`src/rtl/cond_accum_pkg.sv`:
```
// cond_accum_pkg: FSM encoding and saturation limits shared by cond_accum and sat_add.
package cond_accum_pkg;
  typedef enum logic [1:0] {IDLE, DELAY, ACTIVE} state_e;
  localparam int LIM_W = 64;
  function automatic logic [LIM_W-1:0] sat_limit(input int w, input logic neg);
    logic [LIM_W-1:0] m;
    m = (LIM_W'(1) << (w - 1)) - LIM_W'(1);
    return neg ? ~m : m;
  endfunction
endpackage

```
`src/rtl/sat_add.sv`:
```
// sat_add: signed adder that either clamps to the signed range or wraps modulo 2^DATA_W.
module sat_add
  import cond_accum_pkg::*;
#(
  parameter int DATA_W = 32
) (
  input  logic [DATA_W-1:0] a_i,
  input  logic [DATA_W-1:0] b_i,
  input  logic              sat_en_i,
  output logic [DATA_W-1:0] sum_o
);
  localparam logic [LIM_W-1:0] MAX_L = sat_limit(DATA_W, 1'b0);
  localparam logic [LIM_W-1:0] MIN_L = sat_limit(DATA_W, 1'b1);
  logic [DATA_W-1:0] raw;
  logic              ovf;
  assign raw = a_i + b_i;
  // Overflow only when both operands share a sign that the result lost.
  assign ovf = (a_i[DATA_W-1] == b_i[DATA_W-1]) && (raw[DATA_W-1] != a_i[DATA_W-1]);
  assign sum_o = (sat_en_i && ovf) ? (a_i[DATA_W-1] ? MIN_L[DATA_W-1:0] : MAX_L[DATA_W-1:0]) : raw;
endmodule

```
`src/rtl/cond_accum.sv`:
```
// cond_accum: conditional signed accumulator with start delay, windowing and a window-done pulse.
module cond_accum
  import cond_accum_pkg::*;
#(
  parameter int DELAY_W = 32,
  parameter int DATA_W  = 32
) (
  input  logic               clk,
  input  logic               rst,
  input  logic               run,
  input  logic               running,
  input  logic [31:0]        in0,
  input  logic [DATA_W-1:0]  in1,
  input  logic [DELAY_W-1:0] delay0,
  input  logic [15:0]        period,
  input  logic               sat_en,
  output logic [DATA_W-1:0]  out0,
  output logic [15:0]        out1,
  output logic               valid
);
  state_e             state_q, state_d;
  logic [DELAY_W-1:0] dly_q, dly_d;
  logic [DATA_W-1:0]  acc_q, acc_d, base_acc, sum;
  logic [15:0]        cnt_q, cnt_d, base_cnt, win_q, win_d;
  logic               clr_q, clr_d, valid_q, valid_d, take, win_end;
  logic               unused_in0;
  assign unused_in0 = ^in0[31:1];
  assign take = in0[0];
  // clr_q marks that the previous cycle closed a window, so accumulation restarts from zero.
  assign base_acc = clr_q ? '0 : acc_q;
  assign base_cnt = clr_q ? '0 : cnt_q;
  assign win_end = (period != 16'd0) && (win_q >= period - 16'd1);
  sat_add #(.DATA_W(DATA_W)) u_add (
    .a_i     (base_acc),
    .b_i     (in1),
    .sat_en_i(sat_en),
    .sum_o   (sum)
  );
  always_comb begin
    state_d = state_q;
    dly_d   = dly_q;
    acc_d   = acc_q;
    cnt_d   = cnt_q;
    win_d   = win_q;
    clr_d   = clr_q;
    valid_d = 1'b0;
    if (run) begin
      dly_d   = delay0;
      acc_d   = '0;
      cnt_d   = '0;
      win_d   = '0;
      clr_d   = 1'b0;
      state_d = (delay0 != '0) ? DELAY : ACTIVE;
    end else if (running && state_q == DELAY) begin
      dly_d   = dly_q - DELAY_W'(1);
      state_d = (dly_q <= DELAY_W'(2)) ? ACTIVE : DELAY;
    end else if (running && state_q == ACTIVE) begin
      acc_d   = take ? sum : base_acc;
      cnt_d   = (take && base_cnt != 16'hFFFF) ? base_cnt + 16'd1 : base_cnt;
      win_d   = win_end ? 16'd0 : win_q + 16'd1;
      clr_d   = win_end;
      valid_d = win_end;
    end
  end
  always_ff @(posedge clk or negedge rst) begin
    if (!rst) begin
      state_q <= IDLE;
      dly_q   <= '0;
      acc_q   <= '0;
      cnt_q   <= '0;
      win_q   <= '0;
      clr_q   <= 1'b0;
      valid_q <= 1'b0;
    end else begin
      state_q <= state_d;
      dly_q   <= dly_d;
      acc_q   <= acc_d;
      cnt_q   <= cnt_d;
      win_q   <= win_d;
      clr_q   <= clr_d;
      valid_q <= valid_d;
    end
  end
  assign out0  = acc_q;
  assign out1  = cnt_q;
  assign valid = valid_q;
endmodule

```
`config.mk`:
```
export PLATFORM = sky130hd
export DESIGN_NAME = cond_accum
export DESIGN_NICKNAME = d
export VERILOG_FILES = /design/src/rtl/cond_accum_pkg.sv /design/src/rtl/sat_add.sv /design/src/rtl/cond_accum.sv
export SDC_FILE = /design/constraint.sdc
export NUM_CORES = 1
export LEC_CHECK = 0
export CORE_AREA = 2 2 151 153
export DETAILED_ROUTE_END_ITERATION = 6
export DIE_AREA = 0 0 153 155
export GPL_TIMING_DRIVEN = 0
export PLACE_DENSITY = 0.54
export SYNTH_ARGS = -nofsm -noshare
export SYNTH_HDL_FRONTEND = slang
export SYNTH_SLANG_ARGS = --single-unit
```
`constraint.sdc`:
```
create_clock -name clk -period 5.33 [get_ports clk]
set_input_delay 1.066 -clock clk [delete_from_list [all_inputs] [get_ports clk]]
set_output_delay 1.066 -clock clk [all_outputs]
set_load 0.02 [all_outputs]
```
; ---- Word level (Yosys, flattened, before mapping)
; Cells that the tools add are included.
[classes]
n_lt_le_gt_ge = 2
n_mux = 28
reduce_logical = 11
n_addsub = 5
eq_ne = 6
[ops]
columns = operator, n
row1 = two-way mux 32 bit, 9
row2 = two-way mux 16 bit, 9
row3 = "adder 16 x 1 -> 16 bit, second input constant", 2
row4 = adder 32 bit, 1
row5 = "<= comparator 32 x 2 -> 1 bit, second input constant", 1
row6 = nonzero test 32 bit, 1
row7 = "subtractor 32 x 1 -> 32 bit, second input constant", 1
row8 = greater-or-equal comparator 16 bit, 1
row9 = "inequality test 16 bit, second input constant", 1
row10 = nonzero test 16 bit, 1
row11 = "subtractor 16 x 1 -> 16 bit, second input constant", 1
row12 = two-way mux 2 bit, 4
row13 = logical AND 1 bit, 6
row14 = two-way mux 1 bit, 6
row15 = nonzero test 2 bit, 2
row16 = "== test 2 x 1 -> 1 bit, second input constant", 1
row17 = "== test 2 bit, second input constant", 1
row18 = "inequality test 2 bit, second input constant", 1
row19 = AND reduction 2 bit, 1
row20 = == test 1 bit, 1
row21 = inequality test 1 bit, 1
[totals]
regBits = 100
out_inout_bits = 49
in_bits = 117
elab_cells = 59

; ---- Logic depth before layout (Yosys ltp)
; Gate-level depths: netlist of the first run.
[logic_depth]
depth_word = 10
mapped_depth = 16

; ---- Modules after synthesis
; A second synthesis of the first run with hierarchy kept.
[hier_totals]
hier_cells = 925
hier_area_um2 = 7972.6
[modules_own_cells]
columns = module, instances, area_per_inst_um2, seq_area_each_um2, cells_each
row1 = cond_accum, 1, 5823.1, 2502.4, 627
row2 = sat_add, 1, 2149.6, 0.0, 298

; ---- Worst setup path before layout of the first run
; OpenSTA, ideal clock, no wires.
[synth_timing]
path_type = reg2reg
startpoint = register clr_q
endpoint = register acc_q[20] (netlist: out0[20])
setup_slack_ns = 1.555
required_time_ns = 5.206
synth_period_minus_slack_ns = 3.775
path_stages_with_launch = 16
arrival_ns = 3.651
path_cell_list = dfrtp_1 clkbuf_1 buf_1 clkbuf_1 nor2b_1 ha_1 a211oi_1 o211ai_1 a211o_1 a31o_2 a31oi_4 nand4_1 o21a_1 clkbuf_1 o211ai_1 nand2_1
[synth_between]
elab_chain_len = 10
elab_cells_between_ends = 12
[synth_rtl]
columns = element, line
row1 = from (decl), cond_accum.sv:25  ; logic clr_q, clr_d, valid_q, valid_d, take, win_end;
row2 = from (signal assigned), cond_accum.sv:80  ; clr_q <= clr_d;
row3 = two-way mux 32 bit (*), cond_accum.sv:30  ; assign base_acc = clr_q ? '0 : acc_q;
row4 = adder 32 bit, sat_add.sv:16  ; assign raw = a_i + b_i;
row5 = inequality test 1 bit, sat_add.sv:18  ; assign ovf = (a_i[DATA_W-1] == b_i[DATA_W-1]) && (raw[DATA_W-1] != a_i[DATA_W-1]);
row6 = logical AND 1 bit, sat_add.sv:18
row7 = logical AND 1 bit, sat_add.sv:19  ; assign sum_o = (sat_en_i && ovf) ? (a_i[DATA_W-1] ? MIN_L[DATA_W-1:0] : MAX_L[DATA_W-1:0]) : raw;
row8 = two-way mux 32 bit, sat_add.sv:19
row9 = two-way mux 32 bit (*), cond_accum.sv:58  ; acc_d = take ? sum : base_acc;
row10 = two-way mux 32 bit (*), cond_accum.sv:57  ; end else if (running && state_q == ACTIVE) begin
row11 = two-way mux 32 bit (*), cond_accum.sv:54  ; end else if (running && state_q == DELAY) begin
row12 = two-way mux 32 bit (*), cond_accum.sv:47  ; if (run) begin
row13 = to (signal assigned), cond_accum.sv:69  ; acc_q <= '0;
row14 = to (signal assigned), cond_accum.sv:77  ; acc_q <= acc_d;
row15 = to (decl), cond_accum.sv:23  ; logic [DATA_W-1:0] acc_q, acc_d, base_acc, sum;
; Mark *: on every way between the ends. The rest lies on a longest branch, timed or not. The select of a mux whose other input is x is not followed.
; A chain may end at the register's enable or synchronous reset.

; ---- Worst setup path in the final report of the first run
[layout_timing]
startpoint = register clr_q
endpoint = register acc_q[7] (netlist: out0[7])
; The elaborated chain is that of the path after synthesis.

==> metrics.md, run 1 <==
| Metric | Value |
|---|---|
| Die Ht | `between 150 and 200 µm` |
| Hold Path Sink | `out0[30]$_DFFE_PN0P_` |
| Peak VDD IR | `between 0.15 and 0.2 mV` |
| Setup Buffers After CTS | `0` |
| CTS tree | `built` |
| Worst Tran Pin Value | `802.6 ps` |
| Worst Reg-to-Reg Cells | `14` |
| Layout Utilization | `43.43%` |
| Post-synthesis sequential area ratio | `32.89%` |
| Worst EP arrival | `around 5000 ps` |
| Library cells used by synthesis | `66` |
| Post-DRT Antenna Nets | `0` |
| Clock transition at the registers of the reported paths | `70 ps` |
| R2r endpoint | `out0[7]$_DFFE_PN0P_` |
| CP Capture Type | `flop` |
| Final Net Count | `1,235` |
| Synth Warn # | `0` |
| I/O pin count | `approximately 170` |
| Most common cell after layout, fill and taps aside | `clkdlybuf4s50_1` |
| Fin. max-slew vios | `0` |
| Initial antenna violation count | `0` |
| Commonest non-fill, non-tap cells in the layout | `clkdlybuf4s50_1, nand2_1, dfrtp_1, o21ai_0, nor2_1` |
| Critical path class | `flop to flop` |
| Max Fclk | `about 210 MHz` |
| Worst setup margin | `478.6 ps` |
| HPWL Detailed | `17.02 mm` |
| Core Area | `approximately 0.022 mm²` |
| Share of Yosys cell area claimed by the top area cell type | `approximately 33%` |
| CP Launch Type | `flop` |
| Ys async rst share | `100.0%` |
| # setup viols final | `0` |
| Via count | `around 7,100` |
| Total GRT Usage | `18.92%` |
| Vias in the first global route | `approximately 7,000` |
| Synth Net Count | `1,090` |
| Vias per std cell | `~5.3` |
| Flop2flop setup slack | `~480 ps` |
| Max transition margin | `~46%` |
| CTS root buf | `clkbuf_16` |
| First-pass GRT wire length | `~37 mm` |
| Total grt overflow | `0` |
| Die area | `between 0.02 and 0.025 mm²` |
| Primary FF master, synth | `dfrtp_1` |
| Largest net degree at the start of global routing | `60` |
| IO Port Bufs | `roughly 130` |
| Register bit total from synthesis | `100` |
| CP Launch Point | `clr_q$_DFFE_PN0P_` |
| Max-Cap Viols | `0` |
| DRC | `0` |
| Mean post-synth cell area | `roughly 8.3 µm²` |
| Non-Filler Instances | `between 1,000 and 1,500` |
| Place WS | `~150 ps` |
| Cell taking the most area after synthesis | `dfrtp_1` |
| Cell area after synthesis | `between 0.007 and 0.008 mm²` |
| PD cells | `between 150 and 200 mW/mm²` |
| Placed cell areas | `0.009320 mm²` |
| Cells after Synth | `919` |
| Clk_lat worst skew | `360 ps` |
| Starting Density | `between 30 and 40%` |
| Post-route clock period utilization | `about nine tenths` |
| Post-synth EDFFs | `0` |
| Routability cong. | `about 0.85` |
| Setup TNS | `0 ps` |
| RSZ-0062 raised after global routing | `false` |
| Status | `complete, no violations` |
| Drt wl/cell | `16.42 µm` |
| Die Wd | `between 150 and 200 µm` |
| P_leak | `4.172 nW` |
| Worst Hold Slack | `roughly 500 ps` |
| Tmin final | `slightly below 5000 ps` |
| Required time of the critical path | `5570 ps` |
| Hold depth | `2` |
| H-tree depth | `3` |
| WL final | `between 20 and 25 mm` |
| Final Hold Vio Count | `0` |
| First-iteration detailed-routing DRC count | `roughly 390` |
| Clk_skew | `approximately 8.5 ps` |
| Ant diodes | `0` |
| Maximum fanout along the worst path | `10` |
| Final Cell Area | `roughly 0.0097 mm²` |
| HP Class | `flop to flop` |
| Share of layout cells above drive strength 1 | `3.742%` |
| Hold Crit Start | `out0[30]$_DFFE_PN0P_` |
| First drt pass iteration count | `5` |
| Inst Count DP | `~1,300` |
| Area Growth Syn to Fin | `26.91%` |
| Reg2reg start | `clr_q$_DFFE_PN0P_` |
| Ranking of synthesized cells by area | `dfrtp_1, ha_1, nand2_1` |
| Floorplan row count | `between 50 and 60` |
| CTS Sinks | `100` |
| Power Total | `~1.8 mW` |
| CTS max path bufs | `2` |
| CTS buffer count | `9` |
state kept, by name (all words and copies together), names as in the netlist:
| name | cells |
|---|---|
| state_q | 2 |
| dly_q | 32 |
| out1 | 16 |
| clr_q | 1 |
| out0 | 32 |
| win_q | 16 |
| valid | 1 |
how the worst max path moves through the flow:
stage	to	slack (ps)
2_1_floorplan	out0[20]$_DFFE_PN0P_	1550
3_3_place_gp	out0[23]$_DFFE_PN0P_	-1040
3_5_place_dp	out0[12]$_DFFE_PN0P_	150
4_1_cts	out0[7]$_DFFE_PN0P_	100
5_1_grt	out0[12]$_DFFE_PN0P_	80
6_report	out0[7]$_DFFE_PN0P_	480
metal layers:
metal | track usage (%) | up-vias | share of wire (%)
li1 | - | 3614 | -
met1 | 26.96 | 3361 | 50
met2 | 30.04 | 142 | 44
met3 | 2.507 | 22 | 4.2
met4 | 5.644 | 0 | 1.8
met5 | 0 | - | 0
cell type report:
type | instances | area (µm²)
Multi-Input combinational cell | 754 | 4857
Buffer | 42 | 163.9
Inverter | 23 | 86.33
Tap cell | 285 | 356.6
Sequential cell | 100 | 2502
Clock inverter | 7 | 106.4
Fill cell | 2265 | 12570
Timing Repair Buffer | 134 | 1356
Clock buffer | 9 | 225.2
Yosys cell counts (12+ instances only):
cell type	n
o21ai_0	78
nor4_1	20
nand2_1	122
nand3_1	27
clkbuf_1	37
inv_1	23
nand4_1	17
nor2b_1	42
nor2_1	62
a31oi_1	13
ha_1	53
a21oi_1	49
dfrtp_1	100
xnor2_1	49
xor2_1	21
o21ai_1	20
a21o_1	25
nor3_1	25
nand2b_1	12
critical path, cell delays in order, from the launching register on:
cell      delay (ps)
dfrtp_1          570
clkbuf_2         330
clkbuf_2         340
clkbuf_1         440
nor2b_1          160
ha_1             320
a211oi_1         320
o211ai_1         190
a211o_1          380
a31o_2           310
a31oi_4          250
nand4_1          280
nand3_1          400
buf_2            330
o21ai_1          110
power by group:
group / leakage (nW) / switching (mW) / internal (mW)
sequential: 1.33 / 0.0252 / 0.782
combinational: 2.68 / 0.137 / 0.125
clock: 0.163 / 0.324 / 0.421
total: 4.17 / 0.485 / 1.33
timing repair:
action                     in CTS  in global routing
hold endpoints to repair        0                  0
gates resized for setup         0                  3
setup endpoints to repair       0                 31
hold buffers                    0                  0
kinds of logic after synthesis:
kind of cell	share of synthesized area, %
and+or+nand+nor	24.34
AOI/OAI and AO/OA	21.38
DFF	32.89
xor gates and xnor gates	8.059
buffers and inverters	3.256
adders and majority gates	8.980
muxes	1.086
(Power assumes the default switching activity.)
==> inputs of run 2 (changes only) <==
--- a/config.mk
+++ b/config.mk
@@ -5,6 +5,7 @@
 export SDC_FILE = /design/constraint.sdc
 export NUM_CORES = 1
 export LEC_CHECK = 0
+export ABC_CLOCK_PERIOD_IN_PS = 5330
 export CORE_AREA = 2 2 151 153
 export DETAILED_ROUTE_END_ITERATION = 6
 export DIE_AREA = 0 0 153 155
==> results of run 2 <==
The final DEF is identical to that of run 1; final timing and power are the same.
